### src/rtl/stream_delay_pkg.sv
// stream_delay_pkg
// Shared constants and helpers for the stream_delay fixed-latency delay line.
//   MAX_CLK_DEL : largest supported number of pipeline stages.
//   occ_width() : bit width needed to count 0..depth occupied stages.
package stream_delay_pkg;

  localparam int MAX_CLK_DEL = 64;

  function automatic int occ_width(input int depth);
    return $clog2(depth + 1);
  endfunction

endpackage

### src/rtl/stream_delay_stage.sv
// stream_delay_stage
// One stage of the stream_delay line: a valid flag plus a data word.
// Ports:
//   clk     : posedge clock
//   rst_n   : asynchronous active-low reset, clears valid and data
//   adv     : stage may take the previous stage's contents this cycle
//   prev_v  : valid flag offered by the previous stage (or the input)
//   prev_d  : data word offered by the previous stage (or the input)
//   v, d    : registered valid flag and data of this stage
module stream_delay_stage #(
  parameter int W = 8
) (
  input  logic         clk,
  input  logic         rst_n,
  input  logic         adv,
  input  logic         prev_v,
  input  logic [W-1:0] prev_d,
  output logic         v,
  output logic [W-1:0] d
);

  // Data loads even when the incoming flag is invalid; it is ignored while v = 0.
  always_ff @(posedge clk or negedge rst_n) begin
    if (!rst_n) begin
      v <= 1'b0;
      d <= '0;
    end else if (adv) begin
      v <= prev_v;
      d <= prev_d;
    end
  end

endmodule

### src/rtl/stream_delay.sv
// stream_delay
// Fixed-latency delay line for a valid/ready stream. CLK_DEL stages give an
// unstalled latency of CLK_DEL cycles and a capacity of CLK_DEL words; empty
// stages always advance so bubbles collapse behind a stalled output word.
// Parameters:
//   W        : data width
//   CLK_DEL  : number of stages, 1..MAX_CLK_DEL
// Ports:
//   clk, rst_n           : clock, asynchronous active-low reset
//   in_valid/in_ready    : upstream handshake, in_data is the accepted word
//   out_valid/out_ready  : downstream handshake, out_data is the delayed word
//   occupancy            : number of valid stages (only with STREAM_DELAY_OCC_EN)
// Optional feature macro: STREAM_DELAY_OCC_EN adds the occupancy counter.
module stream_delay
  import stream_delay_pkg::*;
#(
  parameter int W       = 8,
  parameter int CLK_DEL = 1
) (
  input  logic                         clk,
  input  logic                         rst_n,
  input  logic                         in_valid,
  output logic                         in_ready,
  input  logic [W-1:0]                 in_data,
  output logic                         out_valid,
  input  logic                         out_ready,
  output logic [W-1:0]                 out_data
`ifdef STREAM_DELAY_OCC_EN
  ,
  output logic [occ_width(CLK_DEL)-1:0] occupancy
`endif
);

  if (CLK_DEL < 1 || CLK_DEL > MAX_CLK_DEL) begin : g_bad_clk_del
    $error("stream_delay: CLK_DEL must be in 1..64");
  end

  logic [CLK_DEL-1:0] v;
  logic [CLK_DEL-1:0] adv;
  logic [CLK_DEL-1:0] prev_v;
  logic [W-1:0]       d      [CLK_DEL];
  logic [W-1:0]       prev_d [CLK_DEL];

  // Advance chain evaluated from the output backwards: a stage moves if it is
  // empty or everything downstream of it is moving. A running carry keeps the
  // chain free of self-referencing vector bits.
  always_comb begin
    logic carry;
    adv   = '0;
    carry = !v[CLK_DEL-1] || out_ready;
    adv[CLK_DEL-1] = carry;
    for (int i = CLK_DEL - 2; i >= 0; i--) begin
      carry  = !v[i] || carry;
      adv[i] = carry;
    end
  end

  for (genvar i = 0; i < CLK_DEL; i++) begin : g_stage
    if (i == 0) begin : g_first
      assign prev_v[i] = in_valid;
      assign prev_d[i] = in_data;
    end else begin : g_rest
      assign prev_v[i] = v[i-1];
      assign prev_d[i] = d[i-1];
    end

    stream_delay_stage #(
      .W(W)
    ) u_stage (
      .clk   (clk),
      .rst_n (rst_n),
      .adv   (adv[i]),
      .prev_v(prev_v[i]),
      .prev_d(prev_d[i]),
      .v     (v[i]),
      .d     (d[i])
    );
  end

  assign in_ready  = adv[0];
  assign out_valid = v[CLK_DEL-1];
  assign out_data  = d[CLK_DEL-1];

`ifdef STREAM_DELAY_OCC_EN
  localparam int OW = occ_width(CLK_DEL);

  logic accept;
  logic handoff;

  assign accept  = in_valid && in_ready;
  assign handoff = out_valid && out_ready;

  // Simultaneous accept and hand-off leave the count unchanged.
  always_ff @(posedge clk or negedge rst_n) begin
    if (!rst_n) begin
      occupancy <= '0;
    end else if (accept && !handoff) begin
      occupancy <= occupancy + OW'(1);
    end else if (!accept && handoff) begin
      occupancy <= occupancy - OW'(1);
    end
  end

  occ_matches_valid_flags : assert property (
    @(posedge clk) disable iff (!rst_n) occupancy == OW'($countones(v))
  );
`endif

endmodule

### config.mk
export PLATFORM = sky130hd
export DESIGN_NAME = stream_delay
export DESIGN_NICKNAME = d
export VERILOG_FILES = /design/src/rtl/stream_delay_pkg.sv /design/src/rtl/stream_delay_stage.sv /design/src/rtl/stream_delay.sv
export SDC_FILE = /design/constraint.sdc
export NUM_CORES = 1
export LEC_CHECK = 0
export ABC_AREA = 1
export BUFFER_PORTS_ARGS = -buffer_cell sky130_fd_sc_hd__buf_2
export CAP_MARGIN = 20
export CORE_AREA = 5 5 42 44
export DETAILED_ROUTE_END_ITERATION = 6
export DIE_AREA = 0 0 47 49
export HOLD_SLACK_MARGIN = 0.05
export PLACE_DENSITY = 0.53
export SLEW_MARGIN = 0
export SYNTH_ARGS = -nofsm -noshare
export SYNTH_HDL_FRONTEND = slang
export SYNTH_SLANG_ARGS = --single-unit
### constraint.sdc
create_clock -name clk -period 0.82 [get_ports clk]
set_input_delay 0.041 -clock clk [delete_from_list [all_inputs] [get_ports clk]]
set_output_delay 0.041 -clock clk [all_outputs]
set_load 0.02 [all_outputs]
After elaboration in Yosys (flattened, before gate mapping). Index checks and enable logic that the tools add are counted.

Reductions and logical operators: 2.

Operators with widths (number): logical NOT 1 bit (1); logical OR 1 bit (1).

Flip-flop bits (word level): 9. Bits of input ports: 12. Output and inout bits: 10. Word-level logic and storage cells: 4.

Longest topological paths before layout.
Word-level depth: 2. Depth in mapped cells: 4. Depth with buffers taken out: 4.

Cells and area by module. From an unflattened synthesis, not the netlist that was laid out.

Cells, all modules: 40. Area, all modules: 349.1 µm².

Modules (own cells, without submodules): stream_delay_stage (instances 1, cells an instance 38, area each 341.6 µm², sequential area each 225.2 µm²); stream_delay (instances 1, cells an instance 2, area each 7.5 µm², sequential area each 0.0 µm²).

Least setup slack after synthesis. OpenSTA, ideal clock, no wires.

Path kind: flip-flop to flip-flop. Start point: reg g_stage[0].u_stage.v. End point: reg g_stage[0].u_stage.d[4]. Library setup time: 0.117 ns. Arrival time: 0.805 ns. Data required time: 0.703 ns. Path slack: -0.101 ns. Cell stages (with the launch flop): 5. Buffers on the path: 1. Period minus slack after synthesis: 0.921 ns. Cell sequence: dfrtp_1 -> buf_6 -> nand2_8 -> nand2_1 -> nand2_1.

Longest elaborated chain between the ends: 2.

RTL lines: start: declaration (line stream_delay_stage.sv:18) `output logic v,`; start signal: assignment (line stream_delay_stage.sv:28) `v <= prev_v;`; logical NOT 1 bit (line stream_delay.sv:50) `carry = !v[CLK_DEL-1] || out_ready;`; logical OR 1 bit (line stream_delay.sv:50); net in_ready (line stream_delay.sv:23) `output logic in_ready,`; end signal: assignment (line stream_delay_stage.sv:29) `d <= prev_d;`; end: declaration (line stream_delay_stage.sv:19) `output logic [W-1:0] d`.

The timed path passes the listed nets, and every way through them passes these cells. A chain may end at the register's enable or synchronous reset.

Final worst setup path.
Start point: reg g_stage[0].u_stage.v. End point: out in_ready.

Longest elaborated chain between the ends: 2.

RTL lines (line): logical NOT 1 bit (stream_delay.sv:50); logical OR 1 bit (stream_delay.sv:50); end: declaration (stream_delay.sv:23).

Every way passes these cells.

==> summary.md <==
| Metric | Value |
|---|---|
| Max stage delay on crit path | `0.45 ns` |
| Largest family of logic cells by synthesized area | `simple AND/OR/NAND/NOR gates` |
| Initial antenna violation count | `0` |
| Sequence of cells on the critical path | `nand2_8 > buf_6` |
| Reg clk slew, reported paths | `about 0.060 ns` |
| Synth Area in Adders | `0%` |
| DR WL/cell | `~11 microns` |
| Setup crit start kind | `flop` |
| CP max-delay cell | `dfrtp_2` |
| Sw frac | `29.1%` |
| Met1 Use GR | `14.0%` |
| Routability Congestion | `0.638` |
| DRC Markers | `0` |
| Post-synthesis compound-gate area fraction | `0%` |
| Area contributors post-synth | `dfrtp_1, nand2_1, nand3_1` |
| First-pass GRT wire length | `1750 microns` |
| Peak supply drop | `0.000856 V` |
| Core footprint | `1400 sq um` |
| Most common cell in the netlist | `nand2_1` |
| Synth Instances | `38` |
| Grt met3 use | `between 4 and 5%` |
| Largest net degree at the start of global routing | `10` |
| Layout cells sized above 1 | `46.3%` |
| Yosys cell types | `8` |
| Post-DRT Antenna Nets | `0` |
| DR pass1 iterations | `4` |
| Hold/Removal Path Class | `input pin to flop` |
| Drt total wl | `1070 microns` |
| I/O pin cnt | `22` |
| Met2 Usage GRT | `14.9%` |
| Max-cap viol count | `0` |
| Port Buf Inserts | `21` |
| Gr usage total | `10.9%` |
| # clock sinks | `9` |
| Violated checks | `negative setup slack` |
| CP required | `0.78 ns` |
| Util after Layout | `52.3%` |
| Power Density | `about 1700 nW/um^2` |
| Status | `finished with violations` |
| Synth Area in XOR/XNOR | `0%` |
| # H-tree levels | `1` |
| Final setup fails | `19` |
| Synthesized area | `375 sq um` |
| Combinational power share | `between 20% and 30%` |
| Crit end category | `output port` |
| Initial Util | `between 20 and 30%` |
| Diode insertion count for antenna repair | `0` |
| Final nets | `a little over 90` |
| Register area share after synthesis | `between 60% and 70%` |
| Row count | `14` |
| Routed vias/inst | `between 4 and 5` |
| Internal | `0.874 mW` |
| Hold Vio Cnt, Final | `0` |
| Top cells by count, synth | `nand2_1, dfrtp_1, nand3_1` |
| Area Overhead vs Synth | `95.3%` |
| Worst-margin pin slew | `0.212 ns` |
| Die X | `47 microns` |
| CP bufs+invs | `1` |
| Final max-slew violation count | `0` |
| Post-route setup slack | `-0.123 ns` |
| Grt ovf | `0` |
| Post-synth EDFFs | `0` |
| NetSw | `0.358 mW` |
| Num CTS Buffers | `3` |
| Yosys synthesis warning count | `0` |
| Yosys reg bits | `9` |
| Vias in the first global route | `roughly 400` |
| Worst-Skew Late Latency | `around 0.26 ns` |
| Dominant synthesized flop cell | `dfrtp_1` |
| RSZ-0062 raised after global routing | `true` |
| Die area | `about 2300 sq um` |
| Die height | `49 microns` |
| Yosys top cell area share | `60.0%` |
| Synth Net Count | `50` |
| Simple-gate share of the synthesized area | `34.3%` |
| Tcrit/Tclk final | `115%` |
| Fmax | `1060 MHz` |
| Async SR Flop Fraction | `100%` |
| GRT Max-Usage Layer | `met2` |
| Critical Setup Path Class | `flop to output port` |
| Max clock buf depth | `2` |
| Mapped Avg Cell Area | `between 9 and 10 sq um` |
| Clock power share | `28.6%` |
| Mux share of post-synthesis cell area | `0%` |
| CP Data Arrival Time | `0.90 ns` |
| Family with the most delay on the worst path | `flip-flops` |
| Vias | `400` |
| TritonCTS clock tree | `yes` |
| Post-layout min period | `0.943 ns` |
| Initial drt markers | `12` |
| Clock skew | `approximately 0.0013 ns` |
| Root buf cell | `clkbuf_4` |
| Seq pwr share | `42.5%` |
| Static Leak | `0.389 nW` |
| Largest area contributor in the netlist | `dfrtp_1` |
| Max FO, Critical Path | `4` |
| Worst slew margin | `roughly 86%` |
| Post-place setup slack | `-0.0196 ns` |
-- per-stage QoR --
stage / cells / setup TNS (ns) / power, mW / hold WS (ns) / instance area [sq um]
6_report: 96 / -0.746 / 1.23 / 0.0944 / 733
5_1_grt: 96 / -1.44 / 1.30 / 0.110 / 733
4_1_cts: 93 / -0.833 / 1.21 / 0.0968 / 711
3_5_place_dp: 74 / -0.0918 / 0.742 / -0.0966 / 490
3_3_place_gp: 74 / 0 / 0.742 / -0.0949 / 490
2_1_floorplan: 38 / -0.358 / 0.652 / -0.255 / 377
-- cells by family after synthesis --
logic type / after synthesis
flops: 9
simple gates: 26
buf+inv: 3
-- sequential cells by signal, indices dropped and copies added (netlist names) --
| register | cells |
|---|---|
| g_stage.u_stage.v | 1 |
| g_stage.u_stage.d | 8 |
-- power by group through the flow --
stage | Sequential [mW] | Combinational (mW) | Clock, mW
after global routing | 0.530 | 0.390 | 0.376
after CTS | 0.523 | 0.337 | 0.348
after global placement | 0.528 | 0.214 | 0
after floorplan | 0.571 | 0.0814 | 0
after detailed placement | 0.528 | 0.214 | 0
final | 0.524 | 0.356 | 0.352
-- cell type report --
cell class | instances | area [sq um]
Fill cell | 147 | 668
Multi-Input combinational cell | 26 | 129
Tap cell | 16 | 20.0
Inverter | 2 | 10.0
Clock buffer | 4 | 26.3
Timing Repair Buffer | 39 | 322
Sequential cell | 9 | 226
-- final timing paths --
| path | startpoint | endpoint | slack (ns) | cells after the start |
|---|---|---|---|---|
| worst max-delay path | g_stage[0].u_stage.v | in_ready | -0.12 | 2 |
| worst min-delay path | out_ready | g_stage[0].u_stage.d[5] | 0.09 | 4 |
| worst max register to register | g_stage[0].u_stage.v | g_stage[0].u_stage.d[6] | -0.05 | 4 |
| worst min register to register | g_stage[0].u_stage.d[5] | g_stage[0].u_stage.d[5] | 0.54 | 2 |
| max in group asynchronous | rst_n | g_stage[0].u_stage.v | 0.46 | 2 |
| min in group asynchronous | rst_n | g_stage[0].u_stage.d[1] | 0.16 | 2 |
-- worst min-delay path, stage by stage --
cell	delay (ns)
buf_2	0.10
inv_4	0.06
nand3_1	0.07
nand2_1	0.05
-- timing repair --
action,in CTS,in global routing
gates resized for setup,18,0
hold buffers,10,0
buffers inserted,5,3
pin swaps,1,1
endpoints found under the hold margin,18,0
endpoints found under the setup margin,18,19
-- layout by cell type, fill, tap and decap left out --
cell type / instances
buf_6: 9
nand2_2: 2
clkbuf_4: 3
nand2_8: 1
dfrtp_1: 8
inv_4: 1
dlygate4sd3_1: 10
nand3_1: 8
inv_1: 1
dfrtp_2: 1
clkbuf_1: 1
buf_2: 12
buf_4: 8
nand2_1: 15
-- layer usage --
layer	vias to the layer above	part of all wire, %
met1	176	41
met4	0	1.4
met3	2	10
met5	-	0
li1	204	-
met2	18	47
Power figures use the tool's default switching activity.
